`src/rtl/hazard_ctrl.sv`:
```
// -----------------------------------------------------------------------------
// hazard_ctrl
//   Hazard and forwarding controller for the in-order pipeline. It keeps a
//   small shift-register tracker of the instructions in flight from E onward
//   (idx 0 = E, idx 1 = M, ..., idx DEPTH-1 = W). From that tracker it
//   produces:
//   - load-use stalls
//   - branch-redirect flushes
//   - a global freeze while data memory is busy
//   - the E-stage operand forwarding selects
//
// Parameters
//   DEPTH      tracked stages from E onward (3..6)
//   LOAD_STAGE first tracker index where load data can be forwarded
//              (1..DEPTH-1)
//   REG_AW     register address width
//   CNT_W      performance counter width
//
// Ports
//   clk, rst_n         clock, async active-low reset
//   id_*               D-stage instruction fields (valid, sources,
//                      use flags, rd, regwrite, is_load)
//   ex_redirect        E-stage taken branch/jump
//   dmem_busy          data memory not ready, freeze everything
//   stall_f, stall_d   hold PC / IF-ID register
//   flush_d, flush_e   bubble IF-ID / ID-EX register
//   adv_e              enable for ID/EX, EX/MEM, MEM/WB registers
//   fwd_a_sel          E operand A source: 0 = regfile, j = tracker idx j
//   fwd_b_sel          E operand B source, same encoding
//   stall_cnt          cycles spent in load-use stall (saturating)
//   flush_cnt          redirects applied (saturating)
// -----------------------------------------------------------------------------
module hazard_ctrl #(
  parameter int DEPTH      = 3,
  parameter int LOAD_STAGE = 2,
  parameter int REG_AW     = 5,
  parameter int CNT_W      = 16
) (
  input  logic                     clk,
  input  logic                     rst_n,
  input  logic                     id_valid,
  input  logic [REG_AW-1:0]        id_rs1,
  input  logic [REG_AW-1:0]        id_rs2,
  input  logic                     id_rs1_used,
  input  logic                     id_rs2_used,
  input  logic [REG_AW-1:0]        id_rd,
  input  logic                     id_regwrite,
  input  logic                     id_is_load,
  input  logic                     ex_redirect,
  input  logic                     dmem_busy,
  output logic                     stall_f,
  output logic                     stall_d,
  output logic                     flush_d,
  output logic                     flush_e,
  output logic                     adv_e,
  output logic [$clog2(DEPTH)-1:0] fwd_a_sel,
  output logic [$clog2(DEPTH)-1:0] fwd_b_sel,
  output logic [CNT_W-1:0]         stall_cnt,
  output logic [CNT_W-1:0]         flush_cnt
);

  localparam int SEL_W = $clog2(DEPTH);

  typedef struct packed {
    logic              vld;
    logic [REG_AW-1:0] rd;
    logic              wen;
    logic              ld;
    logic [REG_AW-1:0] rs1;
    logic [REG_AW-1:0] rs2;
    logic              rs1u;
    logic              rs2u;
  } trk_t;

  // Per-cycle decision, highest priority first: busy > redirect > luse > normal.
  typedef enum logic [1:0] {
    MODE_NORMAL   = 2'd0,
    MODE_LUSE     = 2'd1,
    MODE_REDIRECT = 2'd2,
    MODE_BUSY     = 2'd3
  } mode_t;

  trk_t             r_trk [DEPTH];
  logic [CNT_W-1:0] r_stall_cnt;
  logic [CNT_W-1:0] r_flush_cnt;

  trk_t             w_new;
  logic             w_luse;
  mode_t            w_mode;

  // x0 is hardwired zero, so an entry targeting x0 never produces a value.
  function automatic logic f_writes(input trk_t e, input logic [REG_AW-1:0] r);
    return e.vld && e.wen && (e.rd == r) && (r != '0);
  endfunction

  // Load-use: a load at idx k reaches idx k+1 when the consumer enters E.
  // It must therefore be held back while k+1 is still short of LOAD_STAGE.
  always_comb begin
    w_luse = 1'b0;
    for (int k = 0; k < LOAD_STAGE - 1; k++) begin
      if (r_trk[k].ld &&
          ((id_rs1_used && f_writes(r_trk[k], id_rs1)) ||
           (id_rs2_used && f_writes(r_trk[k], id_rs2)))) begin
        w_luse = 1'b1;
      end
    end
    w_luse = w_luse & id_valid;
  end

  always_comb begin
    if (dmem_busy)        w_mode = MODE_BUSY;
    else if (ex_redirect) w_mode = MODE_REDIRECT;
    else if (w_luse)      w_mode = MODE_LUSE;
    else                  w_mode = MODE_NORMAL;
  end

  always_comb begin
    stall_f = 1'b0;
    stall_d = 1'b0;
    flush_d = 1'b0;
    flush_e = 1'b0;
    adv_e   = 1'b1;
    case (w_mode)
      MODE_BUSY: begin
        stall_f = 1'b1;
        stall_d = 1'b1;
        adv_e   = 1'b0;
      end
      MODE_REDIRECT: begin
        flush_d = 1'b1;
        flush_e = 1'b1;
      end
      MODE_LUSE: begin
        stall_f = 1'b1;
        stall_d = 1'b1;
        flush_e = 1'b1;
      end
      default: ;
    endcase
  end

  // Forward selects come from registered tracker state only. Scanning from
  // the oldest entry downward leaves the youngest (lowest j) match in place.
  always_comb begin
    fwd_a_sel = '0;
    fwd_b_sel = '0;
    for (int j = DEPTH - 1; j >= 1; j--) begin
      if (r_trk[0].rs1u && f_writes(r_trk[j], r_trk[0].rs1) &&
          (!r_trk[j].ld || j >= LOAD_STAGE)) begin
        fwd_a_sel = SEL_W'(j);
      end
      if (r_trk[0].rs2u && f_writes(r_trk[j], r_trk[0].rs2) &&
          (!r_trk[j].ld || j >= LOAD_STAGE)) begin
        fwd_b_sel = SEL_W'(j);
      end
    end
  end

  always_comb begin
    w_new      = '0;
    w_new.vld  = id_valid;
    w_new.rd   = id_rd;
    w_new.wen  = id_regwrite;
    w_new.ld   = id_is_load;
    w_new.rs1  = id_rs1;
    w_new.rs2  = id_rs2;
    w_new.rs1u = id_rs1_used;
    w_new.rs2u = id_rs2_used;
  end

  always_ff @(posedge clk or negedge rst_n) begin
    if (!rst_n) begin
      for (int j = 0; j < DEPTH; j++) r_trk[j] <= '0;
      r_stall_cnt <= '0;
      r_flush_cnt <= '0;
    end else if (w_mode != MODE_BUSY) begin
      for (int j = 1; j < DEPTH; j++) r_trk[j] <= r_trk[j-1];
      if (w_mode == MODE_NORMAL) r_trk[0] <= w_new;
      else                       r_trk[0] <= '0;
      if (w_mode == MODE_REDIRECT && r_flush_cnt != '1)
        r_flush_cnt <= r_flush_cnt + CNT_W'(1);
      if (w_mode == MODE_LUSE && r_stall_cnt != '1)
        r_stall_cnt <= r_stall_cnt + CNT_W'(1);
    end
  end

  assign stall_cnt = r_stall_cnt;
  assign flush_cnt = r_flush_cnt;

endmodule

```
`config.mk`:
```
export PLATFORM = sky130hd
export DESIGN_NAME = hazard_ctrl
export DESIGN_NICKNAME = d
export VERILOG_FILES = /design/src/rtl/hazard_ctrl.sv
export SDC_FILE = /design/constraint.sdc
export NUM_CORES = 1
export LEC_CHECK = 0
export CORE_ASPECT_RATIO = 1.2
export CORE_MARGIN = 4
export CORE_UTILIZATION = 58
export CTS_BUF_LIST = sky130_fd_sc_hd__clkbuf_4 sky130_fd_sc_hd__clkbuf_8
export CTS_CLUSTER_DIAMETER = 50
export DETAILED_ROUTE_END_ITERATION = 8
export PLACE_DENSITY = 0.9
export REMOVE_ABC_BUFFERS = 1
export SYNTH_ARGS = -nofsm -noshare
export SYNTH_HDL_FRONTEND = slang
export SYNTH_SLANG_ARGS = --single-unit
```
`constraint.sdc`:
```
create_clock -name clk -period 5 [get_ports clk]
set_clock_uncertainty 0.15 [all_clocks]
set_input_delay 1.5 -clock clk [delete_from_list [all_inputs] [get_ports clk]]
set_output_delay 1.5 -clock clk [all_outputs]
set_load 0.05 [all_outputs]
```
==> results of run 1 <==
[state kept, by name, indices dropped and copies added, names as in the netlist]
name,cells
r_trk,35
flush_cnt,16
stall_cnt,16
[power breakdown]
part           total [mW]  internal [mW]  switching (mW)
combinational       0.306          0.131           0.175
sequential          0.662          0.593          0.0693
clock               0.557          0.346           0.211
[layer usage]
layer	GRT usage	share of wire
met1	0.2904	0.41
met2	0.4054	0.52
met3	0.06287	0.059
met4	0.1103	0.018
met5	0	0
[worst min path at each step]
stage,end,cells after the start,slack (ns)
after floorplan,r_trk[40],1,0.32
after global placement,flush_cnt[6],1,0.34
after detailed placement,flush_cnt[6],1,0.34
after CTS,flush_cnt[6],1,0.35
after global routing,stall_cnt[9],1,0.38
final,flush_cnt[6],1,0.35
[cell type report]
cell class,count,area [sq um],share of cell area
clock buffers,10,137.6,0.03230
clock inverters,6,111.4,0.02613
inverters,4,15.01,0.003523
multi-input cells,209,1533,0.3597
flip-flops and latches,67,1677,0.3934
well taps,62,77.57,0.01820
repair buffers,69,710.7,0.1668
[cells by family (layout without fill, tap and decap cells)]
| group | count (synthesis) | in the layout | share of synthesized area |
|---|---|---|---|
| simple gates | 103 | 103 | 0.1611 |
| flops | 67 | 67 | 0.5116 |
| xor+xnor | 56 | 56 | 0.1497 |
| compound gates | 28 | 28 | 0.08057 |
| mux | 20 | 20 | 0.06873 |
| buf+inv | 12 | 89 | 0.02061 |
| fa+ha+maj | 2 | 2 | 0.007635 |
[placed cells by master (no fill, tap or decap), types with 14 or more instances in the layout]
cell type	netlist	final
xnor2_1	23	23
nand4_1	16	16
dfrtp_1	67	67
xor2_1	33	33
nand2_1	18	18
a22o_1	20	20
nor3_1	14	14
mux2_2	20	20
nor2_1	21	21
clkdlybuf4s50_1	0	58
[worst max-delay path: cells and delay by family]
| kind | cells | cell delay [ns] |
|---|---|---|
| compound gates | 1 | 0.23 |
| buf+inv | 3 | 0.75 |
| simple gates | 4 | 0.82 |
[stage by stage]
step	power (mW)	hold slack [ns]	area [sq um]	setup TNS (ns)	std cells
3_5_place_dp	0.9758	0.3354	4013	0	411
3_3_place_gp	0.9633	0.3357	4013	0	411
6_report	1.525	0.3506	4262	0	427
5_1_grt	1.590	0.3768	4262	-0.06764	427
2_1_floorplan	0.8446	0.3228	3224	0	280
4_1_cts	1.533	0.3494	4262	0	427
==> results.tsv, run 1 <==
stage	metric	value	unit
critical_path	Data arrival, critical path	3.31	ns
synth	Avg Cell Area, Syn	11.38	sq um
sta	Final period util	0.9917	
power	Pleak	1.910	nW
critical_path	CP max stage cell	or4_1	
synth	gate count after technology mapping	288	
critical_path	biggest cell delay along the critical path	0.47	ns
sta	actual slew at the worst max-slew pin	0.9131	ns
sta	Slew headroom	0.3827	
synth	dominant synthesized flop cell	dfrtp_1	
cells_and_area	share of post-route cells with drive strength above 1	0.1370	
critical_path	R2R depth	8	
cells_and_area	final net count	386	
global_route	global-route wire length before repair	13.20	mm
die	# rows	29	
global_route	total track usage	0.2417	
cells_and_area	Synth-to-Final Area Change	30.05	%
synth	Synth warnings	0	
cts	clk_lat worst skew	0.34	ns
placed_design	post-detail-place hpwl	5.466	mm
drt	ANT nets after route	0	
synth	EDFF count, synth	0	
cts	post-CTS sizing	0	
sta	setup ws final	0.04130	ns
power	Cell Pwr Density	357.9	nW/um^2
sta	Final setup viols	0	
synth	area leader, netlist	dfrtp_1	
worst_hold_path	worst hold path class	flop to flop	
critical_path	Critical Path End	stall_f	
worst_hold_path	hold_sp	flush_cnt[6]	
global_route	largest net degree at the start of global routing	40	
synth	Seq/Total Area, Yosys	0.5116	
die	full die area	6921	sq um
cells_and_area	n_diodes	0	
die	Vert. Die Dim	90.34	um
synth	most frequent cells after synthesis	dfrtp_1 (67), xor2_1 (33), xnor2_1 (23)	
cts	CTS tree	yes	
cells_and_area	Final Core Density	0.7936	
global_route	vias in the first global route	2719	
critical_path	Req. time, crit path	3.35	ns
cts	CTS max path bufs	2	
cts	Clock Tree Root	clkbuf_8	
drt	DRT Wirelength	7.778	mm
critical_path	Worst R2R Setup Slack	2.43	ns
critical_path	Crit. End Element	output pin	
synth	count leader, synth	dfrtp_1	
global_route	initial antenna violation count	0	
sta	fmax	201.7	MHz
critical_path	critical path class	input port to output pin	
critical_path	crit path max fanout	3	
cts	CTS Hold Bufs	0	
critical_path	crit-path cells	clkdlybuf4s50_1 -> or4_1 -> nor2_1 -> nor3_1 -> buf_4 -> o2111ai_4 -> nand2_1 -> buf_12	
cts	H-Tree Depth	3	
cts	Num CTS Buffers	9	
sta	RSZ-0062 raised after global routing	yes	
die	io pins	65	
synth	Mapped Area	3277	sq um
sta	Final min period	4.959	ns
cts	Post-CTS Setup Repair Bufs	0	
drt	1st-pass router iterations	4	
critical_path	R2R Path End	r_trk[42]	
placed_design	Post-Place Setup Slack	0.04563	ns
power	Worst VDD drop	0.3986	mV
die	Initial Utilization	0.6102	
cts	Clk pin slew, worst setup/hold paths	0.07	ns
die	Die Span X	76.62	um
critical_path	CP startpoint kind	input port	
synth	synth top area cells	dfrtp_1 (51%), xor2_1 (8.8%), mux2_2 (6.9%)	
drt	Avg WL per Cell	18.22	um
critical_path	reg2reg start	r_trk[56]	
sta	Fin. Hold Viols	0	
die	Core Box Area	5370	sq um
cells_and_area	filler cell count	347	
global_route	total gr overflow	0	
placed_design	gpl congestion	0.9033	
synth	Cell variety after synth	30	
synth	Synth top area share	0.5116	
drt	DR iter-0 viols	187	
synth	Seq cells post-synth	67	
synth	Post-synth ARST share	1.000	
drt	Via Count	2524	
run_status	status	completed	
critical_path	CP Launch Point	id_rs1[3]	
placed_design	I/O Buffers	64	
drt	DRC viols	0	
run	Max-Cap Viols	0	
sta	max-slew violations	0	
drt	vias per cell	5.911	
cts	clk sinks	67	
(Power assumes the default switching activity.)
==> run 2, diff against run 1 <==
--- a/config.mk
+++ b/config.mk
@@ -12,6 +12,7 @@
 export CTS_CLUSTER_DIAMETER = 50
 export DETAILED_ROUTE_END_ITERATION = 8
 export PLACE_DENSITY = 0.9
+export RECOVER_POWER = 25
 export REMOVE_ABC_BUFFERS = 1
 export SYNTH_ARGS = -nofsm -noshare
 export SYNTH_HDL_FRONTEND = slang
==> run 2 against run 1 <==
The flow now finishes with violations (capacitance limit, slew limit). Global-route usage unchanged. Power about the same. Critical endpoint unchanged. Core utilization down 0.070 points.
==> results.tsv, run 2 (synthesis results as in run 1) <==
stage	metric	value	unit
run_status	status	complete, but fails checks	
run_status	failing checks	capacitance limit, slew limit	
cts	Clock Tree Root	clkbuf_8	
cts	clk sinks	67	
drt	Via Count	2540	
critical_path	reg2reg start	r_trk[55]	
critical_path	R2R Path End	r_trk[42]	
drt	ANT nets after route	0	
drt	vias per cell	5.948	
power	overall power	1.526	mW
global_route	vias in the first global route	2719	
sta	actual slew at the worst max-slew pin	2.027	ns
sta	total negative slack	0	ns
sta	fmax	201.6	MHz
global_route	largest net degree at the start of global routing	40	
power	Pleak	1.906	nW
cells_and_area	commonest non-fill, non-tap cell in the layout	dfrtp_1	
drt	DRT Wirelength	7.805	mm
sta	Slew headroom	-0.3517	
cts	CTS Hold Bufs	0	
cts	CTS tree	yes	
cts	H-Tree Depth	3	
global_route	total gr overflow	0	
global_route	global-route wire length before repair	13.20	mm
cells_and_area	filler cell count	347	
critical_path	critical path class	input port to output pin	
sta	minimum hold slack	0.3498	ns
cts	Num CTS Buffers	9	
critical_path	Crit. End Element	output pin	
cells_and_area	max reg flops	35	
cells_and_area	n_diodes	0	
cells_and_area	final net count	386	
die	Vert. Die Dim	90.34	um
worst_hold_path	worst hold path class	flop to flop	
cells_and_area	most frequent cells in the layout	dfrtp_1 (67), clkdlybuf4s50_1 (58), xor2_1 (33)	
placed_design	post-detail-place hpwl	5.466	mm
run	Max-Cap Viols	1	
worst_hold_path	hold depth	1	
cells_and_area	share of post-route cells with drive strength above 1	0.1342	
drt	Avg WL per Cell	18.28	um
global_route	initial antenna violation count	0	
cts	CTS max path bufs	2	
drt	1st-pass router iterations	4	
die	# rows	29	
critical_path	R2R depth	8	
cts	clk_lat worst skew	0.34	ns
sta	Final period util	0.9920	
critical_path	Data arrival, critical path	3.31	ns
power	Worst VDD drop	0.3987	mV
sta	max-slew violations	40	
sta	Final min period	4.960	ns
worst_hold_path	hold_sp	flush_cnt[6]	
cts	Clk pin slew, worst setup/hold paths	0.07	ns
die	full die area	6921	sq um
cells_and_area	largest register by flop count	r_trk	
critical_path	Req. time, crit path	3.35	ns
critical_path	crit path max fanout	3	
placed_design	I/O Buffers	64	
placed_design	gpl congestion	0.9033	
cts	post-CTS sizing	0	
power	Cell Pwr Density	358.4	nW/um^2
sta	Fin. Hold Viols	0	
die	Initial Utilization	0.6102	
die	Core Box Area	5370	sq um
cts	Post-CTS Setup Repair Bufs	0	
global_route	total track usage	0.2417	
sta	RSZ-0062 raised after global routing	yes	
critical_path	CP startpoint kind	input port	
die	io pins	65	
worst_hold_path	Hold EP	flush_cnt[6]	
sta	Final setup viols	0	
die	Die Span X	76.62	um
cells_and_area	Synth-to-Final Area Change	29.93	%
drt	DR iter-0 viols	174	
drt	DRC viols	0	
critical_path	Worst R2R Setup Slack	2.43	ns
[run 2: cell types whose count changed in the layout (fill, tap and decap cells not counted)]
cell	previous run	this run
buf_2	1	0
buf_4	6	5
clkbuf_2	0	1
clkbuf_1	0	1
[run 2: routing by layer]
layer | vias to the layer above | global-route usage | share of wire
li1 | 1185 | - | -
met1 | 1260 | 0.2904 | 0.41
met2 | 77 | 0.4054 | 0.52
met3 | 18 | 0.06287 | 0.053
met4 | 0 | 0.1103 | 0.025
met5 | - | 0 | 0
[run 2: how the worst max path moves through the flow]
stage	from	endpoint	depth (start not counted)
2_1_floorplan	id_rs1[3]	stall_d	5
3_3_place_gp	id_rs1[3]	stall_f	8
3_5_place_dp	id_rs1[3]	stall_f	8
4_1_cts	id_rs1[3]	stall_f	8
5_1_grt	id_rs1[3]	stall_f	8
6_report	id_rs1[3]	stall_f	8
[run 2: layout make-up]
cell class	count	area, sq um	area share
clock buffers	10	137.6	0.03232
inverters	4	15.01	0.003526
well taps	62	77.57	0.01822
repair buffers	69	706.9	0.1660
flip-flops and latches	67	1677	0.3938
clock inverters	6	111.4	0.02615
multi-input cells	209	1533	0.3600
[run 2: metrics by stage]
stage,utilization,std cells,setup WS (ns),instance area [sq um]
floorplan,-,280,0.2032,3224
global placement,0.7472,411,0.07594,4013
detailed placement,0.7472,411,0.04563,4013
CTS,0.7936,427,0.03840,4262
global route,0.7929,427,-0.02557,4258
finish,0.7929,427,0.03996,4258
[run 2: report_power, final]
group          internal, mW  leakage, nW  switching (mW)
clock                 0.346        0.123           0.212
sequential            0.593        0.892          0.0696
combinational         0.130        0.891           0.175
total                  1.07         1.91           0.457
[run 2: critical path: stages]
cell	delay, ns
clkdlybuf4s50_1	0.42
or4_1	0.46
nor2_1	0.11
nor3_1	0.06
buf_4	0.14
o2111ai_4	0.23
nand2_1	0.18
buf_12	0.19
==> run 3, diff against run 2 <==
--- a/config.mk
+++ b/config.mk
@@ -5,6 +5,7 @@
 export SDC_FILE = /design/constraint.sdc
 export NUM_CORES = 1
 export LEC_CHECK = 0
+export CAP_MARGIN = 15
 export CORE_ASPECT_RATIO = 1.2
 export CORE_MARGIN = 4
 export CORE_UTILIZATION = 58
==> results of run 3 <==
The final DEF is identical to that of run 2; final timing and power are the same.
